File: config.mk
export PLATFORM = sky130hd
export DESIGN_NAME = jpeg_dequant_flat
export DESIGN_NICKNAME = d
export VERILOG_FILES = /design/src/rtl/jpeg_dequant_if.sv /design/src/rtl/jpeg_dequant.sv /design/src/flat_wrapper.sv
export SDC_FILE = /design/constraint.sdc
export NUM_CORES = 2
export LEC_CHECK = 0
export ABC_CLOCK_PERIOD_IN_PS = 18100
export CAP_MARGIN = 20
export CORE_MARGIN = 2
export CORE_UTILIZATION = 45
export CTS_CLUSTER_DIAMETER = 120
export DETAILED_ROUTE_END_ITERATION = 16
export SLEW_MARGIN = 10
export SYNTH_ARGS = -nofsm -noshare
export SYNTH_HDL_FRONTEND = slang
export SYNTH_SLANG_ARGS = --single-unit
File: constraint.sdc
create_clock -name clk_i -period 18.1 [get_ports clk_i]
set_input_delay 1.81 -clock clk_i [delete_from_list [all_inputs] [get_ports clk_i]]
set_output_delay 1.81 -clock clk_i [all_outputs]
set_load 0.03 [all_outputs]
File: src/rtl/jpeg_dequant_if.sv
// Coefficient-RAM read port and dequantised output stream of jpeg_dequant.
// master = dequantiser side, slave = RAM model / sink side.
interface jpeg_dequant_if #(
   parameter int AW = 5
);
   logic          coef_rd_o;
   logic [AW-1:0] coef_addr_o;
   logic [31:0]   coef_data_i;
   logic          out_valid_o;
   logic          out_ready_i;
   logic [31:0]   out_data_o;

   modport master (
      output coef_rd_o, coef_addr_o, out_valid_o, out_data_o,
      input  coef_data_i, out_ready_i
   );

   modport slave (
      input  coef_rd_o, coef_addr_o, out_valid_o, out_data_o,
      output coef_data_i, out_ready_i
   );
endinterface

File: src/rtl/jpeg_dequant.sv
// Block dequantiser: reads 32 packed coefficient pairs, scales each by its
// quantisation-table entry with saturation, and streams the pairs out.
module jpeg_dequant #(
   parameter int COEF_W = 16,
   parameter int Q_W    = 8,
   parameter int NWORDS = 32,
   parameter int AW     = 5
) (
   input  logic           clk_i,
   input  logic           rst_i,
   input  logic           start_i,
   output logic           busy_o,
   output logic           done_o,
   output logic           sat_o,
   input  logic           qt_we_i,
   input  logic [5:0]     qt_adr_i,
   input  logic [Q_W-1:0] qt_dat_i,
   jpeg_dequant_if.master bus
);

   localparam int PW = COEF_W + Q_W + 1;
   localparam logic signed [PW-1:0] MAX_V = PW'((2 ** (COEF_W - 1)) - 1);
   localparam logic signed [PW-1:0] MIN_V = ~MAX_V;
   localparam logic [AW-1:0] K_LAST = AW'(NWORDS - 1);

   typedef enum logic [2:0] {S_IDLE, S_READ, S_WAIT, S_OUT, S_DONE} state_t;

   state_t                  state_q, state_d;
   logic [AW-1:0]           k_q, k_d;
   logic                    out_valid_q, out_valid_d;
   logic [2*COEF_W-1:0]     out_data_q, out_data_d;
   logic                    sat_q, sat_d;
   logic [Q_W-1:0]          qt_q [64];
   logic [Q_W-1:0]          qt_d [64];

   logic signed [PW-1:0]    din_hi, din_lo, q_hi, q_lo, prod_hi, prod_lo;

   function automatic logic signed [COEF_W-1:0] sat_coef(input logic signed [PW-1:0] p);
      if (p > MAX_V)      sat_coef = MAX_V[COEF_W-1:0];
      else if (p < MIN_V) sat_coef = MIN_V[COEF_W-1:0];
      else                sat_coef = p[COEF_W-1:0];
   endfunction

   function automatic logic is_sat(input logic signed [PW-1:0] p);
      is_sat = (p > MAX_V) || (p < MIN_V);
   endfunction

   // signed coefficient x zero-extended unsigned table entry, full-width product
   always_comb begin
      din_hi  = PW'($signed(bus.coef_data_i[2*COEF_W-1:COEF_W]));
      din_lo  = PW'($signed(bus.coef_data_i[COEF_W-1:0]));
      q_hi    = $signed(PW'(qt_q[{k_q, 1'b0}]));
      q_lo    = $signed(PW'(qt_q[{k_q, 1'b1}]));
      prod_hi = din_hi * q_hi;
      prod_lo = din_lo * q_lo;
   end

   always_ff @(posedge clk_i or negedge rst_i) begin
      if (!rst_i) begin
         state_q     <= S_IDLE;
         k_q         <= '0;
         out_valid_q <= 1'b0;
         out_data_q  <= '0;
         sat_q       <= 1'b0;
         for (int i = 0; i < 64; i++) qt_q[i] <= Q_W'(1);
      end else begin
         state_q     <= state_d;
         k_q         <= k_d;
         out_valid_q <= out_valid_d;
         out_data_q  <= out_data_d;
         sat_q       <= sat_d;
         for (int i = 0; i < 64; i++) qt_q[i] <= qt_d[i];
      end
   end

   always_comb begin
      state_d = state_q;
      case (state_q)
         S_IDLE: if (start_i) state_d = S_READ;
         S_READ: state_d = S_WAIT;
         S_WAIT: state_d = S_OUT;
         S_OUT:  if (bus.out_ready_i) state_d = (k_q == K_LAST) ? S_DONE : S_READ;
         S_DONE: state_d = S_IDLE;
         default: state_d = S_IDLE;
      endcase
   end

   always_comb begin
      busy_o          = (state_q != S_IDLE);
      done_o          = (state_q == S_DONE);
      bus.coef_rd_o   = (state_q == S_READ);
      bus.coef_addr_o = k_q;
      bus.out_valid_o = out_valid_q;
      bus.out_data_o  = out_data_q;
      sat_o           = sat_q;
   end

   // table writes land before a same-cycle start is acted on, so the block sees them
   always_comb begin
      k_d         = k_q;
      out_valid_d = out_valid_q;
      out_data_d  = out_data_q;
      sat_d       = sat_q;
      for (int i = 0; i < 64; i++) qt_d[i] = qt_q[i];
      if (state_q == S_IDLE && qt_we_i) qt_d[qt_adr_i] = qt_dat_i;
      if (state_q == S_IDLE && start_i) sat_d = 1'b0;
      if (state_q == S_WAIT) begin
         out_data_d  = {sat_coef(prod_hi), sat_coef(prod_lo)};
         out_valid_d = 1'b1;
         if (is_sat(prod_hi) || is_sat(prod_lo)) sat_d = 1'b1;
      end
      if (state_q == S_OUT && bus.out_ready_i) begin
         out_valid_d = 1'b0;
         k_d         = (k_q == K_LAST) ? '0 : k_q + 1'b1;
      end
   end

endmodule
File: src/flat_wrapper.sv
// flat-port wrapper written by rule: the top's interface ports become plain ports
module jpeg_dequant_flat 
#(
   parameter int COEF_W = 16,
   parameter int Q_W    = 8,
   parameter int NWORDS = 32,
   parameter int AW     = 5
)
  (clk_i, rst_i, start_i, busy_o, done_o, sat_o, qt_we_i, qt_adr_i, qt_dat_i, bus_coef_rd_o, bus_coef_addr_o, bus_out_valid_o, bus_out_data_o, bus_coef_data_i, bus_out_ready_i);
  jpeg_dequant_if #(.AW(AW)) bus_i ();
  input  logic clk_i;
  input  logic rst_i;
  input  logic start_i;
  output logic busy_o;
  output logic done_o;
  output logic sat_o;
  input  logic qt_we_i;
  input  logic [5:0] qt_adr_i;
  input  logic [Q_W-1:0] qt_dat_i;
  output wire logic [$bits(bus_i.coef_rd_o)-1:0] bus_coef_rd_o;
  output wire logic [$bits(bus_i.coef_addr_o)-1:0] bus_coef_addr_o;
  output wire logic [$bits(bus_i.out_valid_o)-1:0] bus_out_valid_o;
  output wire logic [$bits(bus_i.out_data_o)-1:0] bus_out_data_o;
  input wire logic [$bits(bus_i.coef_data_i)-1:0] bus_coef_data_i;
  input wire logic [$bits(bus_i.out_ready_i)-1:0] bus_out_ready_i;
  assign bus_coef_rd_o = bus_i.coef_rd_o;
  assign bus_coef_addr_o = bus_i.coef_addr_o;
  assign bus_out_valid_o = bus_i.out_valid_o;
  assign bus_out_data_o = bus_i.out_data_o;
  assign bus_i.coef_data_i = bus_coef_data_i;
  assign bus_i.out_ready_i = bus_out_ready_i;
  jpeg_dequant #(.COEF_W(COEF_W), .Q_W(Q_W), .NWORDS(NWORDS), .AW(AW)) u_core (.clk_i(clk_i), .rst_i(rst_i), .start_i(start_i), .busy_o(busy_o), .done_o(done_o), .sat_o(sat_o), .qt_we_i(qt_we_i), .qt_adr_i(qt_adr_i), .qt_dat_i(qt_dat_i), .bus(bus_i));
endmodule
==> metrics.md <==
| Metric | Value |
|---|---|
| Status | finished clean |
| Setup Skew | 0.0628 ns |
| Port bufs | 92 |
| Rows | 102 |
| Clock transition at the registers of the reported paths | 0.06 ns |
| Final hold vios | 0 |
| Crit-path max FO | 49 |
| Clock latency on the worst-skew pair | 0.65 ns |
| Worst VDD drop | 0.0000839 V |
| RSZ-0062 raised after global routing | no |
| Internal power | 2640 uW |
| Largest net degree at the start of global routing | 153 |
| Setup total negative slack | 0 ns |
| Post-Syn Nets | 3106 |
| Area Growth Syn to Fin | 11.4% |
| Ports | 93 |
| Die area | 79700 um^2 |
| Clock sinks | 554 |
| Post-CTS Setup Bufs | 0 |
| Syn avg cell area | 12.7 um^2 |
| R2r setup slk | 8.69 ns |
| # DRC | 0 |
| Die width | 282 um |
| Commonest non-fill, non-tap cell in the layout | mux2_2 |
| Hold Path Sink | u_core.bus.out_data_o[24] |
| Hold path startpoint | u_core.bus.out_data_o[24] |
| Hold slack | 0.475 ns |
| Switching part of the total power | 34.2% |
| Vias | 21527 |
| Vias/cell | 5.54 |
| Static leakage | 0.0186 uW |
| Root Driver | clkbuf_16 |
| Synthesized cell area | 34800 um^2 |
| DP HPWL | 57.5 mm |
| Part of the cycle the worst path needs | 52.0% |
| Crit path DAT | 9.93 ns |
| Number of max-cap violations | 0 |
| Fin area | 38800 um^2 |
| Final setup violation count | 0 |
| Critical Path RT | 18.62 ns |
| Hold_buf cts | 0 |
| Worst-case reg-to-reg path depth | 23 |
| Total gr overflow | 0 |
| Number of distinct library cells after synthesis | 76 |
| Cell count after synthesis | 2749 |
| Fin util | 50.4% |
| Total chip power | 4020 uW |
| Placed cell areas | 36700 um^2 |
| Max-slew violations | 0 |
| Drt total wl | 83.5 mm |
| Net switching power | 1370 uW |
| DRT Pass-1 Iters | 5 |
| Final GP Congestion | 0.859 |
| Dominant synthesized flop cell | dfrtp_1 |
| Least-Margin Pin Slew | 1.15 ns |
| Critical R2R Launch | u_core.bus.coef_addr_o[0] |
| Critical Path Source Type | flop |
| Fillcell total | 6688 |
| Iteration-0 DRC Markers | 986 |
| Sequential share of power | 37.0% |
| Clock tree buffer depth | 3 |
| # H-tree levels | 2 |
| Vias in the first global route | 23348 |
| CP Capture Type | flop |
| Core Region | 77100 um^2 |
| Yosys warnings | 0 |
| Yosys top cell area share | 35.2% |
| Nets | 3148 |
| Chip height | 282 um |
| Setup Crit Path Kind | reg2reg |
| Final min period | 9.41 ns |
| TritonCTS buffer count | 60 |
| Clock share of power | 30.9% |
| Area contributors post-synth | dfrtp_1 (35%), mux2_2 (17%), fa_1 (12%) |
| Initial antenna violation count | 5 |
| CTS tree | yes |
| Remaining antenna violation count | 0 |
| Comb pwr share | 32.0% |
| First-pass GRT wire length | 134 mm |
| Crit Reg-Reg Endpoint | u_core.bus.out_data_o[4] |
| Hold Crit Depth | 2 |
| Total GRT Usage | 21.7% |
| Share of layout cells above drive strength 1 | 32.4% |
| Slew HR | 23.2% |
| Top cell type by total area after synthesis | dfrtp_1 |
| Leading cell types in the layout, fill and taps excluded | mux2_2 (520), dfrtp_1 (486), inv_1 (304) |
| Hold Crit Class | reg2reg |
| Post-synth EDFFs | 0 |
| PD cells | 103 nW/um^2 |
| CTS resizes | 0 |
| Ys async rst share | 100% |
| Seq/Total Area, Yosys | 40.0% |
| FF+latch count, synth | 554 |
| Routed WL per cell | 21.5 um |
| Peak Freq | 106 MHz |
| Initial Utilization | 45.2% |
## cell type report
class	instances	area [um^2]	share of cell area, %
multi-input combinational	1745	19200	49.5
sequential	554	14000	35.9
clock buffer	94	1770	4.56
tap	1040	1300	3.35
timing repair buffer	126	1180	3.05
inverter	304	1140	2.94
clock inverter	19	259	0.667
antenna	2	5.00	0.0129
## flip-flops by register name (all words and copies together), names as in the netlist
name / count
u_core.bus.coef_addr_o: 5
u_core.state_q: 3
u_core.bus.out_valid_o: 1
u_core.sat_o: 1
u_core.bus.out_data_o: 32
u_core.qt_q: 512
## stage by stage
stage,instances,worst slack (ns)
6_report,3884,8.69
5_1_grt,3882,7.94
4_1_cts,3879,8.49
3_5_place_dp,3766,8.55
3_3_place_gp,3764,8.63
2_1_floorplan,2749,9.99
## logic make-up (layout without fill, tap and decap cells)
group | after synthesis | count (layout) | synth area share, %
buf+inv | 450 | 543 | 4.89
xor+xnor | 39 | 39 | 0.980
simple gates | 533 | 533 | 7.94
flops | 554 | 554 | 40.0
compound gates | 177 | 177 | 3.36
other cells | 0 | 2 | 0
mux | 690 | 690 | 27.4
fa+ha+maj | 306 | 306 | 15.4
## synthesized netlist by cell type (all sizes together) (3+ instances only)
cell type  instances
fa               204
nand2b            34
o21ai             48
o2111ai            3
xor2              13
mux2i             10
mux4             160
nor2b            138
o211ai             6
a21oi             57
and3              13
a31oi              7
a2111oi            4
inv              304
nand2            153
dfrtp            490
nor2              88
o21a               4
buf               23
or3b               3
and2              30
nand4             10
nand3             19
mux2             520
a211oi             4
o21bai             3
nor3              12
and3b              3
a221oi             3
dfstp             64
nor4               5
nor3b              8
ha               102
a21boi             3
a21o              14
nand3b             4
or2                3
or3                4
clkbuf           123
xnor2             26
## layer usage
layer | GRT usage, % | routed length (um) | vias to the layer above
met5 | 0 | 45 | -
met4 | 4.56 | 1450 | 8
met3 | 2.74 | 3020 | 113
met2 | 38.3 | 42500 | 387
met1 | 28.8 | 36500 | 11519
li1 | - | - | 9500
## worst max path at each step
stage | start | end | slack [ns] | cells after the start
global route | u_core.bus.coef_addr_o[0] | u_core.bus.out_data_o[4] | 7.94 | 23
floorplan | u_core.bus.coef_addr_o[0] | u_core.bus.out_data_o[5] | 9.99 | 25
finish | u_core.bus.coef_addr_o[0] | u_core.bus.out_data_o[4] | 8.69 | 23
detailed placement | u_core.bus.coef_addr_o[0] | u_core.sat_o | 8.55 | 23
CTS | u_core.bus.coef_addr_o[0] | u_core.sat_o | 8.49 | 23
global placement | u_core.bus.coef_addr_o[0] | u_core.bus.out_data_o[16] | 8.63 | 22
## power groups by stage
stage               clock network [uW]  logic [uW]  registers, uW
floorplan                            0         913           1490
global placement                     0        1270           1510
detailed placement                   0        1300           1510
CTS                               1270        1310           1490
global route                      1330        1420           1510
finish                            1240        1290           1490
## worst max-delay path: stages (launching register included)
cell and delay, ns:
dfrtp_4 1.07, buf_4 0.87, mux4_2 0.64, mux4_2 0.51
mux2i_2 0.81, nor2b_1 0.13, ha_1 0.32, inv_1 0.04
fa_1 0.47, inv_1 0.05, fa_1 0.47, inv_1 0.05
fa_1 0.47, inv_1 0.05, ha_1 0.34, and2_1 0.21
a221oi_2 0.41, a211oi_1 0.22, or4b_4 0.55, a2111oi_4 0.31
nor3_2 0.11, nor4_4 0.77, o21ai_0 0.21, a21oi_1 0.18
Note: power is estimated with default switching activity, not from simulation.
